<file path="src/rtl/dsm_pkg.sv">
// Shared definitions for the delta-sigma sample sequencer: state encoding,
// modulator input constants and the default sample width.
package dsm_pkg;

  localparam int DSM_DW = 20;

  typedef enum logic [1:0] {
    ST_IDLE  = 2'd0,
    ST_RUN   = 2'd1,
    ST_FLUSH = 2'd2
  } dsm_state_t;

  // Zero input and +1 V full-scale in the modulator vin format.
  localparam logic [DSM_DW-1:0] VIN_ZERO = 20'h0_0000;
  localparam logic [DSM_DW-1:0] VIN_FS   = 20'h0_8000;

endpackage

</file>
<file path="src/rtl/dsm_sample_fifo.sv">
// Two-entry sample FIFO with a combinational head; push and pop may coincide,
// including when full, in which case occupancy is unchanged.
module dsm_sample_fifo
  import dsm_pkg::*;
#(
  parameter int DW = DSM_DW
) (
  input  logic          clock,
  input  logic          reset,
  input  logic          push,
  input  logic [DW-1:0] din,
  input  logic          pop,
  output logic [DW-1:0] head,
  output logic          full,
  output logic          empty
);

  logic [DW-1:0] mem [2];
  logic          wr_ptr_reg;
  logic          rd_ptr_reg;
  logic [1:0]    count_reg;
  logic          do_push;
  logic          do_pop;

  assign full    = (count_reg == 2'd2);
  assign empty   = (count_reg == 2'd0);
  assign head    = mem[rd_ptr_reg];
  assign do_pop  = pop && !empty;
  assign do_push = push && (!full || do_pop);

  always_ff @(posedge clock) begin
    if (reset) begin
      wr_ptr_reg <= 1'b0;
      rd_ptr_reg <= 1'b0;
      count_reg  <= 2'd0;
    end else begin
      if (do_push) begin
        mem[wr_ptr_reg] <= din;
        wr_ptr_reg      <= ~wr_ptr_reg;
      end
      if (do_pop) begin
        rd_ptr_reg <= ~rd_ptr_reg;
      end
      count_reg <= count_reg + {1'b0, do_push} - {1'b0, do_pop};
    end
  end

endmodule

</file>
<file path="src/rtl/dsm_sample_sequencer.sv">
// Feeds buffered samples to the delta-sigma modulator, holding each for OSR
// cycles, and owns the modulator reset including a zero-input flush on stop.
module dsm_sample_sequencer
  import dsm_pkg::*;
#(
  parameter int DW           = DSM_DW,
  parameter int OSR_W        = 8,
  parameter int FLUSH_CYCLES = 64,
  parameter int UCNT_W       = 16
) (
  input  logic              clock,
  input  logic              reset,
  input  logic              enable,
  input  logic [OSR_W-1:0]  osr,
  input  logic              s_valid,
  output logic              s_ready,
  input  logic [DW-1:0]     s_data,
  output logic [DW-1:0]     vin,
  output logic              dsm_rst,
  output logic              sample_tick,
  output logic [UCNT_W-1:0] underrun_cnt,
  output logic              busy
);

  localparam int FC_W = $clog2(FLUSH_CYCLES + 1);
  localparam logic [DW-1:0] ZERO = DW'(VIN_ZERO);

  dsm_state_t       state_reg, state_next;
  logic [OSR_W-1:0] osr_reg, osr_next;
  logic [OSR_W-1:0] phase_reg, phase_next;
  logic [FC_W-1:0]  flush_reg, flush_next;

  logic          fifo_full;
  logic          fifo_empty;
  logic [DW-1:0] fifo_head;
  logic          push;
  logic          pop;
  logic          load_tick;
  logic          underrun;
  logic          period_end;

  assign s_ready    = !fifo_full;
  assign push       = s_valid && s_ready;
  assign busy       = (state_reg != ST_IDLE);
  assign period_end = (phase_reg == osr_reg - OSR_W'(1));

  dsm_sample_fifo #(
    .DW(DW)
  ) u_fifo (
    .clock(clock),
    .reset(reset),
    .push (push),
    .din  (s_data),
    .pop  (pop),
    .head (fifo_head),
    .full (fifo_full),
    .empty(fifo_empty)
  );

  always_comb begin
    state_next = state_reg;
    osr_next   = osr_reg;
    phase_next = phase_reg;
    flush_next = flush_reg;
    pop        = 1'b0;
    load_tick  = 1'b0;
    underrun   = 1'b0;
    case (state_reg)
      ST_IDLE: begin
        if (enable) begin
          state_next = ST_RUN;
          osr_next   = (osr == '0) ? OSR_W'(1) : osr;
          phase_next = '0;
        end
      end
      ST_RUN: begin
        // Stop is only honoured on the last cycle of a sample period.
        if (period_end && !enable) begin
          state_next = ST_FLUSH;
          flush_next = '0;
          phase_next = '0;
        end else begin
          if (phase_reg == '0) begin
            load_tick = 1'b1;
            pop       = !fifo_empty;
            underrun  = fifo_empty;
          end
          phase_next = period_end ? '0 : phase_reg + OSR_W'(1);
        end
      end
      ST_FLUSH: begin
        if (flush_reg == FC_W'(FLUSH_CYCLES - 1)) begin
          state_next = ST_IDLE;
        end else begin
          flush_next = flush_reg + FC_W'(1);
        end
      end
      default: begin
        state_next = ST_IDLE;
      end
    endcase
  end

  always_ff @(posedge clock) begin
    if (reset) begin
      state_reg    <= ST_IDLE;
      osr_reg      <= OSR_W'(1);
      phase_reg    <= '0;
      flush_reg    <= '0;
      vin          <= ZERO;
      dsm_rst      <= 1'b1;
      sample_tick  <= 1'b0;
      underrun_cnt <= '0;
    end else begin
      state_reg   <= state_next;
      osr_reg     <= osr_next;
      phase_reg   <= phase_next;
      flush_reg   <= flush_next;
      sample_tick <= load_tick;
      dsm_rst     <= (state_next == ST_IDLE);
      if (load_tick) begin
        vin <= fifo_empty ? ZERO : fifo_head;
      end else if (state_next != ST_RUN) begin
        vin <= ZERO;
      end
      if (underrun && (underrun_cnt != '1)) begin
        underrun_cnt <= underrun_cnt + UCNT_W'(1);
      end
    end
  end

endmodule
</file>
<file path="config.mk">
export PLATFORM = sky130hd
export DESIGN_NAME = dsm_sample_sequencer
export DESIGN_NICKNAME = d
export VERILOG_FILES = /design/src/rtl/dsm_pkg.sv /design/src/rtl/dsm_sample_fifo.sv /design/src/rtl/dsm_sample_sequencer.sv
export SDC_FILE = /design/constraint.sdc
export NUM_CORES = 1
export LEC_CHECK = 0
export CAP_MARGIN = 25
export CORE_AREA = 2 2 98 100
export CTS_CLUSTER_SIZE = 20
export DETAILED_ROUTE_END_ITERATION = 8
export DIE_AREA = 0 0 100 102
export PLACE_DENSITY = 0.79
export SETUP_SLACK_MARGIN = 0.02
export SLEW_MARGIN = 20
export SYNTH_ARGS = -nofsm -noshare
export SYNTH_HDL_FRONTEND = slang
export SYNTH_HIERARCHICAL = 1
export SYNTH_SLANG_ARGS = --single-unit
</file>
<file path="constraint.sdc">
create_clock -name clock -period 5.3 [get_ports clock]
set_input_delay 1.06 -clock clock [delete_from_list [all_inputs] [get_ports clock]]
set_output_delay 1.06 -clock clock [all_outputs]
set_load 0.01 [all_outputs]
</file>
# Word-level counts from Yosys, hierarchy flattened
# Memories as Yosys holds them, arrays and structs flattened. A register that Yosys moved wholly into a read port is not among the register bits.
# Cells that the tools add are included.
dict set report totals {
  ff_bits 67
  mem_bits_rw 40
  inputBits 32
  out_inout_bits 40
  elab_cells 80
  mem_count 1
}
# name words word_bits rd rd_ports_with_merged_regs write_ports line_no
set mem_list {}
lappend mem_list {u_fifo.mem 2 20 1 1 1 dsm_sample_fifo.sv:18} ;# logic [DW-1:0] mem [2];
dict set report op_classes {
  addsub 6
  n_eq_ne 10
  n_mux 29
  n_bitwise 2
  n_reduce_logical 21
}
# op count
set ops {}
lappend ops {{two-way mux 20 bit} 3}
lappend ops {{two-way mux 8 bit} 4}
lappend ops {{adder 16 x 1 -> 16 bit, second input constant} 1}
lappend ops {{zero test 8 bit} 2}
lappend ops {{!= test 16 bit, second input constant} 1}
lappend ops {{case mux 8 bit (2 select lines)} 1}
lappend ops {{two-way mux 1 bit} 14}
lappend ops {{two-way mux 7 bit} 2}
lappend ops {{case mux 7 bit (2 select lines)} 1}
lappend ops {{adder 8 x 1 -> 8 bit, second input constant} 1}
lappend ops {{equality test 8 bit} 1}
lappend ops {{nonzero test 2 bit} 4}
lappend ops {{subtractor 8 x 1 -> 8 bit, second input constant} 1}
lappend ops {{adder 7 x 1 -> 7 bit, second input constant} 1}
lappend ops {{equality test 7 x 6 -> 1 bit, second input constant} 1}
lappend ops {{zero test 2 bit} 3}
lappend ops {{two-way mux 2 bit} 3}
lappend ops {{!= test 2 bit, second input constant} 3}
lappend ops {{case mux 2 bit (3 select lines)} 1}
lappend ops {{logical AND 1 bit} 5}
lappend ops {{equality test 2 bit, second input constant} 2}
lappend ops {{AND reduction 2 bit} 2}
lappend ops {{zero test 1 bit} 3}
lappend ops {{AND reduction 3 bit} 1}
lappend ops {{other kinds (6)} 7}

# Logic depth before layout (Yosys ltp)
# Gate-level depths: netlist of the first run.
dict set report depth {
  depth_word 11
  depth_mapped 15
  ltp_nobuf 13
}

# Hierarchy
# The synthesis of the first run kept the hierarchy.
# mod n_inst cells_each area_per_inst_um2 seq_area_each_um2
set modules_own_cells {}
lappend modules_own_cells {dsm_sample_sequencer 1 383 3179.3 1261.2}
lappend modules_own_cells {dsm_sample_fifo 1 92 1690.4 1301.2}

# Worst setup path before layout of the first run
# No wires, ideal clock.
dict set report synth_path {
  path_type {reg2reg}
  start {register osr_reg[0]}
  end {memory u_fifo/mem[1][0] (netlist bit), enable pin}
  setup_time_ns 0.427
  arrival_ns 3.588
  required_time_ns 4.873
  setup_slack_ns 1.285
  stages_incl_launch_ff 12
  path_buffers 2
  synth_period_minus_slack_ns 4.015
  cell_sequence {dfxtp_1 inv_1 ha_1 nor3b_2 a21oi_1 nor4b_4 and4_1 buf_6 buf_2 nor3_1 o21ai_1 nor3b_1}
}
dict set report synth_between {
  elab_chain_len 11
}
# element line_no
set synth_rtl {}
lappend synth_rtl {{start, declared} dsm_sample_sequencer.sv:29} ;# logic [OSR_W-1:0] osr_reg, osr_next;
lappend synth_rtl {{start signal, assigned} dsm_sample_sequencer.sv:116} ;# osr_reg <= osr_next;
lappend synth_rtl {{subtractor 8 x 1 -> 8 bit} dsm_sample_sequencer.sv:45} ;# assign period_end = (phase_reg == osr_reg - OSR_W'(1));
lappend synth_rtl {{equality test 8 bit} dsm_sample_sequencer.sv:45}
lappend synth_rtl {{logical AND 1 bit} dsm_sample_sequencer.sv:78} ;# if (period_end && !enable) begin
lappend synth_rtl {{two-way mux 1 bit} dsm_sample_sequencer.sv:78}
lappend synth_rtl {{two-way mux 1 bit} dsm_sample_sequencer.sv:68} ;# case (state_reg)
lappend synth_rtl {{named net pop} dsm_sample_sequencer.sv:37} ;# logic pop;
lappend synth_rtl {{logical AND 1 bit} dsm_sample_fifo.sv:28} ;# assign do_pop = pop && !empty;
lappend synth_rtl {{logical OR 1 bit} dsm_sample_fifo.sv:29} ;# assign do_push = push && (!full || do_pop);
lappend synth_rtl {{logical AND 1 bit} dsm_sample_fifo.sv:29}
lappend synth_rtl {{two-way mux 1 bit} dsm_sample_fifo.sv:37} ;# if (do_push) begin
lappend synth_rtl {{two-way mux 1 bit} dsm_sample_fifo.sv:32} ;# if (reset) begin
lappend synth_rtl {{two-way mux 1 bit (implied by the code)} dsm_sample_fifo.sv:38} ;# mem[wr_ptr_reg] <= din;
lappend synth_rtl {{end, declared} dsm_sample_fifo.sv:18}
# The timed path passes the listed nets, and every way through them passes these cells.

# Worst setup path in the final report of the first run
dict set report layout_path {
  start {register osr_reg[0]}
  end {register u_fifo.count_reg[1]}
}
dict set report layout_between {
  elab_chain_len 10
}
# element line_no
set layout_rtl {}
lappend layout_rtl {{subtractor 8 x 1 -> 8 bit (*)} dsm_sample_sequencer.sv:45}
lappend layout_rtl {{equality test 8 bit (*)} dsm_sample_sequencer.sv:45}
lappend layout_rtl {{logical AND 1 bit (*)} dsm_sample_sequencer.sv:78}
lappend layout_rtl {{two-way mux 1 bit (*)} dsm_sample_sequencer.sv:78}
lappend layout_rtl {{two-way mux 1 bit (*)} dsm_sample_sequencer.sv:68}
lappend layout_rtl {{named net pop} dsm_sample_sequencer.sv:37}
lappend layout_rtl {{logical AND 1 bit (*)} dsm_sample_fifo.sv:28}
lappend layout_rtl {{logical OR 1 bit} dsm_sample_fifo.sv:29}
lappend layout_rtl {{logical AND 1 bit} dsm_sample_fifo.sv:29}
lappend layout_rtl {{adder 2 x 1 -> 2 bit} dsm_sample_fifo.sv:44} ;# count_reg <= count_reg + {1'b0, do_push} - {1'b0, do_pop};
lappend layout_rtl {{subtractor 2 x 1 -> 2 bit (*)} dsm_sample_fifo.sv:44}
lappend layout_rtl {{end signal, assigned} dsm_sample_fifo.sv:44}
lappend layout_rtl {{end, declared} dsm_sample_fifo.sv:21} ;# logic [1:0] count_reg;
# The timed path passes the listed nets; every way through them passes the cells marked *.
# A chain may end at the register's enable or synchronous reset.

==> load_flow_metrics.sql, run 1 <==
INSERT INTO impl_metrics (metric_group, metric, value, unit) VALUES
('worst_setup_path', 'setup.worst_path.start_class', 'flop', ''),
('timing', 'report.final.slew_viol_count', '0', ''),
('routing', 'via_count', '3811', ''),
('clocking', 'cts_tree', 'done', ''),
('logic_synthesis', 'ys_warn_count', '6', ''),
('timing', 'setup_viol', '0', ''),
('flow_run', 'timing.max_cap.violations', '0', ''),
('worst_setup_path', 'critical_path.most_common_cell', 'sky130_fd_sc_hd__ha_1', ''),
('global_routing', 'grt_start_max_net_pins', '44', ''),
('routing', 'route.detailed.drc', '0', ''),
('logic_synthesis', 'synth-edff-count', '40', ''),
('routing', 'dr.pass1.iters', '5', ''),
('worst_setup_path', 'critPathCaptureType', 'flop', ''),
('finish', 'largest_register_ffs', '40', ''),
('finish', 'area_delta_synth_final', '19.9', '%'),
('logic_synthesis', 'netlist-cell-type-count', '55', ''),
('finish', 'layout-drive-gt1-share', '8.67', '%'),
('power_and_ir_drop', 'peakVddDrop', '0.169', 'mV'),
('clocking', 'clockRootBuffer', 'sky130_fd_sc_hd__clkbuf_8', ''),
('routing', 'detail_route.vias_per_cell', '5.84', ''),
('logic_synthesis', 'syn-mean-instance-area', '10.3', 'um2'),
('routing', 'uppermost_layer_routed', 'met4', ''),
('global_routing', 'grt_first_pass_wirelength', '17400', 'um'),
('timing', 'worstMarginPinSlew', '950', 'ps'),
('global_routing', 'grt-ovfl-total', '0', ''),
('timing', 'timing_hold_violations_final', '0', ''),
('finish', 'filler_cell_count', '711', ''),
('timing', 'finalWorstPathRequiredPeriod', '3530', 'ps'),
('logic_synthesis', 'yosys.area.top_type', 'sky130_fd_sc_hd__dfxtp_1', ''),
('floorplanning', 'io-pin-count', '72', ''),
('worst_hold_path', 'worstHoldPathType', 'reg -> reg', ''),
('finish', 'largest_register_by_flop_count', 'u_fifo/mem', ''),
('worst_setup_path', 'slowest_delay', '860', 'ps'),
('timing', 'hold_slack', '440', 'ps'),
('clocking', 'cts.repair_timing.setup_buffer_count', '0', ''),
('routing', 'dr_wl_met3', '567', 'um'),
('finish', 'layout_top_registers', 'u_fifo/mem x40, vin x20, underrun_cnt x16', ''),
('global_routing', 'grt_antenna_before_repair', '0', ''),
('logic_synthesis', 'seq_area_frac_synth', '52.6', '%'),
('outcome', 'run_status', 'finished, final reports clean', ''),
('power_and_ir_drop', 'fin_total_pwr', '1770', 'uW'),
('routing', 'routed_wirelength', '10600', 'um'),
('clocking', 'cts_sinks', '108', ''),
('finish', 'antenna-diode-count', '0', ''),
('floorplanning', 'fp.dieArea', '10200', 'um2'),
('finish', 'nets', '575', ''),
('clocking', 'cts.htree.levels', '3', ''),
('timing', 'skew', '15.1', 'ps'),
('power_and_ir_drop', 'power_leakage', '0.00201', 'uW'),
('clocking', 'clk-insertion-delay-late', '370', 'ps'),
('routing', 'drt-wirelength-per-cell', '16.2', 'um'),
('logic_synthesis', 'post-synth-top-area-fraction', '28.0', '%'),
('logic_synthesis', 'postSynthRegisterBits', '108', ''),
('worst_setup_path', 'cpMaxStageDelayCell', 'sky130_fd_sc_hd__and4_1', ''),
('logic_synthesis', 'net_count_synth', '513', ''),
('logic_synthesis', 'synth_area_leaders', 'sky130_fd_sc_hd__dfxtp_1, sky130_fd_sc_hd__edfxtp_1, sky130_fd_sc_hd__nor2_1, sky130_fd_sc_hd__nor3b_1, sky130_fd_sc_hd__mux2_1', ''),
('placement', 'placed_wire_length_estimate', '7320', 'um'),
('floorplanning', 'core.rowCount', '35', ''),
('clocking', 'cts-hold-fix-buffers', '0', ''),
('logic_synthesis', 'synth_async_sr_flop_share', '0', '%'),
('worst_setup_path', 'worstPathMaxFanout', '28', ''),
('floorplanning', 'floorplan.initialDensity', '53.5', '%'),
('worst_setup_path', 'cp_cell_sequence', 'inv_1 -> ha_1 -> nor3b_2 -> a21oi_1 -> nor4b_4 -> and4_1 -> nor3_1 -> o21ai_1 -> o21ai_0 -> ha_1 -> and2b_1 -> mux2_1', ''),
('clocking', 'cts_buffers', '9', ''),
('timing', 'fmax_achieved', '284', 'MHz'),
('clocking', 'cts-resized-gates', '0', ''),
('logic_synthesis', 'post_synth_design_cell_area', '4870', 'um2'),
('clocking', 'cts.path.max_buffers', '2', ''),
('logic_synthesis', 'synth_cells', '475', ''),
('floorplanning', 'dieHeight', '102', 'um'),
('worst_setup_path', 'worst-endpoint-required', '5560', 'ps');
[worst max-delay path, delay by kind of cell (launching register included)]
family          cells  cell delay (ps)
fa+ha+maj           2              400
simple gates        5             1850
mux                 1              280
compound gates      3              430
flops               1              350
buf+inv             1               90
[cells by family after synthesis]
group,count (synthesis),synth area share [%]
and+or+nand+nor,194,21.9
adders and majority gates,6,1.54
buffers and inverters,37,3.34
muxes,27,6.29
AOI/OAI and AO/OA,89,11.8
xor gates and xnor gates,14,2.52
DFF,108,52.6
[cell usage after synthesis (3+ instances only)]
library cell               instances
sky130_fd_sc_hd__a31oi_1          23
sky130_fd_sc_hd__xor2_1           10
sky130_fd_sc_hd__nor3_1            7
sky130_fd_sc_hd__mux2_1           14
sky130_fd_sc_hd__nand3_1          18
sky130_fd_sc_hd__or2_2             3
sky130_fd_sc_hd__nand2b_1          5
sky130_fd_sc_hd__a21oi_1          24
sky130_fd_sc_hd__xnor2_1           4
sky130_fd_sc_hd__buf_2             7
sky130_fd_sc_hd__nor2_1           48
sky130_fd_sc_hd__and3_1            7
sky130_fd_sc_hd__edfxtp_1         40
sky130_fd_sc_hd__or4_1             7
sky130_fd_sc_hd__o21ai_0          11
sky130_fd_sc_hd__clkbuf_1         17
sky130_fd_sc_hd__mux2_2           11
sky130_fd_sc_hd__or3_1             4
sky130_fd_sc_hd__nand4_1          12
sky130_fd_sc_hd__nor3_2            3
sky130_fd_sc_hd__dfxtp_1          68
sky130_fd_sc_hd__nor3b_1          22
sky130_fd_sc_hd__nor2b_1          11
sky130_fd_sc_hd__o211ai_1          3
sky130_fd_sc_hd__nor4_1            4
sky130_fd_sc_hd__inv_1            11
sky130_fd_sc_hd__ha_1              6
sky130_fd_sc_hd__nand2_1          34
sky130_fd_sc_hd__o31ai_1           7
[metal layers]
layer	track usage [%]	vias up
met1	26.6	1822
li1	-	1868
met4	5.48	0
met2	38.4	107
met3	4.86	14
met5	0	-
[power breakdown]
part           total, uW  internal, uW  switching, uW
sequential           953           915           38.1
combinational        342           142            200
clock                474           191            284
[layout make-up]
cell class	count	area [um2]	area share (%)
Multi-Input combinational cell	330	2150	36.9
Clock inverter	5	45.0	0.771
Sequential cell	108	2560	43.9
Clock buffer	11	141	2.42
Inverter	11	41.3	0.707
Tap cell	111	139	2.38
Timing Repair Buffer	77	756	12.9
[metrics by stage]
| stage | setup slack (ps) | instance area [um2] | instances |
|---|---|---|---|
| after floorplan | 1290 | 4870 | 475 |
| after CTS | 1790 | 5840 | 653 |
| after global placement | 1700 | 5650 | 637 |
| after global routing | 1420 | 5840 | 653 |
| final | 1770 | 5840 | 653 |
| after detailed placement | 1650 | 5650 | 637 |
[layout by cell type (no fill, tap or decap), types with 10 or more instances in the layout]
master	synthesis	routed
sky130_fd_sc_hd__clkbuf_8	0	10
sky130_fd_sc_hd__a21oi_1	24	24
sky130_fd_sc_hd__nor2b_1	11	11
sky130_fd_sc_hd__nand2_1	34	34
sky130_fd_sc_hd__a31oi_1	23	23
sky130_fd_sc_hd__inv_1	11	11
sky130_fd_sc_hd__edfxtp_1	40	40
sky130_fd_sc_hd__nor2_1	48	48
sky130_fd_sc_hd__clkdlybuf4s50_1	0	71
sky130_fd_sc_hd__mux2_1	14	14
sky130_fd_sc_hd__mux2_2	11	11
sky130_fd_sc_hd__nor3b_1	22	21
sky130_fd_sc_hd__dfxtp_1	68	68
sky130_fd_sc_hd__o21ai_0	11	11
sky130_fd_sc_hd__nand4_1	12	12
sky130_fd_sc_hd__nand3_1	18	18
sky130_fd_sc_hd__xor2_1	10	10
[path summary, 6_finish.rpt]
path                                    from             endpoint  slack, ps  depth (start not counted)
worst min-delay path            flush_reg[6]         flush_reg[6]        440                          2
worst max register to register    osr_reg[0]  u_fifo/count_reg[1]       1770                         12
worst max-delay path              osr_reg[0]  u_fifo/count_reg[1]       1770                         12
worst min register to register  flush_reg[6]         flush_reg[6]        440                          2
(Power assumes the default switching activity.)
==> run 2: changes to the inputs <==
==> constraint.sdc (replaced) <==
create_clock -name clock -period 3.5 [get_ports clock]
set_input_delay 0.7 -clock clock [delete_from_list [all_inputs] [get_ports clock]]
set_output_delay 0.7 -clock clock [all_outputs]
set_load 0.01 [all_outputs]
==> load_flow_metrics.sql, run 2 (synthesis results as in run 1) <==
INSERT INTO impl_metrics (metric_group, metric, value, unit) VALUES
('outcome', 'run_status', 'finished, final reports clean', ''),
('worst_setup_path', 'critical_path_buf_inv_count', '1', ''),
('worst_setup_path', 'worstPathMaxFanout', '5', ''),
('timing', 'fin_tns_setup', '0', 'ps'),
('flow_run', 'timing.max_cap.violations', '0', ''),
('worst_setup_path', 'cp_cell_sequence', 'inv_1 -> ha_1 -> nor3b_2 -> a21oi_1 -> nor4b_4 -> and4_1 -> nor3_1 -> nand2_1 -> nand3_1 -> o21ai_0 -> ha_1 -> and2b_1 -> mux2_1', ''),
('clocking', 'cts_sinks', '108', ''),
('global_routing', 'grt_first_pass_wirelength', '16600', 'um'),
('global_routing', 'grt_start_max_net_pins', '43', ''),
('finish', 'final_cells', '656', ''),
('worst_setup_path', 'path_delay_family', 'simple AND/OR/NAND/NOR gates', ''),
('clocking', 'cts-resized-gates', '0', ''),
('timing', 'finalWorstPathRequiredPeriod', '2890', 'ps'),
('timing', 'fmax_achieved', '346', 'MHz'),
('clocking', 'cts-hold-fix-buffers', '0', ''),
('timing', 'grt_setup_unrepaired', 'no', ''),
('clocking', 'cts_buffers', '9', ''),
('routing', 'dr.pass1.iters', '5', ''),
('power_and_ir_drop', 'power_leakage', '0.00204', 'uW'),
('routing', 'antenna_violating_nets_post_route', '0', ''),
('power_and_ir_drop', 'peakVddDrop', '0.318', 'mV'),
('timing', 'worst_slew_margin_rel', '35.3', '%'),
('finish', 'largest_register_ffs', '40', ''),
('clocking', 'cts_tree', 'done', ''),
('worst_setup_path', 'cpMaxStageDelayCell', 'sky130_fd_sc_hd__dfxtp_1', ''),
('global_routing', 'grt.total_usage', '20.5', '%'),
('finish', 'filler_cell_count', '750', ''),
('finish', 'stdcell_area', '5870', 'um2'),
('worst_setup_path', 'slowest_delay', '400', 'ps'),
('clocking', 'cts.repair_timing.setup_buffer_count', '0', ''),
('routing', 'via_count', '3839', ''),
('floorplanning', 'core.rowCount', '35', ''),
('routing', 'route.detailed.drc', '0', ''),
('timing', 'setup_viol', '0', ''),
('routing', 'routed_wirelength', '10300', 'um'),
('floorplanning', 'floorplan.initialDensity', '53.5', '%'),
('routing', 'detail_route.vias_per_cell', '5.85', ''),
('power_and_ir_drop', 'power_density', '457', 'nW/um2'),
('global_routing', 'grt_antenna_before_repair', '0', ''),
('placement', 'place_congestion', '0.866', ''),
('clocking', 'clk-insertion-delay-late', '370', 'ps'),
('finish', 'antenna-diode-count', '0', ''),
('finish', 'layout_top_registers', 'u_fifo/mem x40, vin x20, underrun_cnt x16', ''),
('timing', 'skew', '14.9', 'ps'),
('floorplanning', 'dieHeight', '102', 'um'),
('floorplanning', 'fp.dieArea', '10200', 'um2'),
('routing', 'drt-wirelength-per-cell', '15.7', 'um'),
('worst_setup_path', 'critical_setup_path_class', 'reg -> reg', ''),
('floorplanning', 'die_width', '100', 'um'),
('finish', 'nets', '578', ''),
('global_routing', 'grt-ovfl-total', '0', ''),
('routing', 'initialDrtViolationCount', '193', ''),
('clocking', 'clk_transition_reported_paths', '110', 'ps'),
('finish', 'layout-drive-gt1-share', '9.54', '%'),
('floorplanning', 'io-pin-count', '72', ''),
('worst_setup_path', 'critPathCaptureType', 'flop', ''),
('finish', 'area_delta_synth_final', '20.5', '%'),
('finish', 'final_common_cell', 'sky130_fd_sc_hd__clkdlybuf4s50_1', ''),
('worst_setup_path', 'setup.worst_path.start_class', 'flop', ''),
('finish', 'layout.cells.most_common_list', 'sky130_fd_sc_hd__clkdlybuf4s50_1, sky130_fd_sc_hd__dfxtp_1, sky130_fd_sc_hd__nor2_1, sky130_fd_sc_hd__edfxtp_1, sky130_fd_sc_hd__nand2_1', ''),
('placement', 'placed_wire_length_estimate', '7170', 'um'),
('timing', 'timing_hold_violations_final', '0', ''),
('clocking', 'clockRootBuffer', 'sky130_fd_sc_hd__clkbuf_8', ''),
('worst_setup_path', 'worst-endpoint-required', '3760', 'ps'),
('finish', 'largest_register_by_flop_count', 'u_fifo/mem', ''),
('placement', 'placedCellCount', '640', ''),
('worst_setup_path', 'critical_path.most_common_cell', 'sky130_fd_sc_hd__ha_1', ''),
('clocking', 'cts.path.max_buffers', '2', ''),
('finish', 'layout.core_utilization', '64.4', '%'),
('timing', 'period_share', '82.6', '%'),
('placement', 'portBuffers', '71', ''),
('worst_setup_path', 'arrival', '3150', 'ps'),
('clocking', 'cts.htree.levels', '3', ''),
('timing', 'report.final.slew_viol_count', '0', ''),
('global_routing', 'first_global_vias', '3534', ''),
('worst_hold_path', 'worstHoldPathType', 'reg -> reg', ''),
('floorplanning', 'core_area', '9110', 'um2'),
('power_and_ir_drop', 'fin_total_pwr', '2680', 'uW'),
('timing', 'worstMarginPinSlew', '964', 'ps'),
('placement', 'placedInstanceArea', '5680', 'um2');
[run 2: power breakdown]
| group | switching [uW] | leakage [uW] | internal [uW] |
|---|---|---|---|
| registers | 55.7 | 0.000918 | 1380 |
| clock network | 439 | 0.0000995 | 278 |
| logic | 301 | 0.00103 | 220 |
| total | 797 | 0.00204 | 1880 |
[run 2: final timing paths]
kind	end	cells past startpoint	startpoint	slack [ps]
max	u_fifo/count_reg[1]	13	osr_reg[0]	610
min reg2reg	flush_reg[6]	2	flush_reg[6]	450
min	flush_reg[6]	2	flush_reg[6]	450
max reg2reg	u_fifo/count_reg[1]	13	osr_reg[0]	610
[run 2: layout make-up]
cell class	count	area (um2)	area share (%)
Timing Repair Buffer	80	778	13.3
Clock buffer	9	124	2.11
Inverter	11	41.3	0.704
Tap cell	111	139	2.37
Sequential cell	108	2560	43.7
Multi-Input combinational cell	330	2160	36.8
Clock inverter	7	65.1	1.11
[run 2: stage by stage]
step | hold slack (ps) | setup slack [ps]
floorplan | 410 | 166
global placement | 420 | 713
detailed placement | 434 | 596
CTS | 452 | 615
global route | 496 | 379
finish | 450 | 608
[run 2: per-layer routing]
metal / vias up / part of all wire [%] / GRT usage (%)
met1: 1851 / 43 / 25.2
met2: 109 / 50 / 36.1
li1: 1877 / - / -
met4: 0 / 0.27 / 7.38
met3: 2 / 6.5 / 4.17
met5: - / 0 / 0
[run 2: tightest hold or removal path, stage by stage (launching register included)]
cell and delay (ps):
sky130_fd_sc_hd__dfxtp_1 330, sky130_fd_sc_hd__nand2_1 60, sky130_fd_sc_hd__nor2_1 30
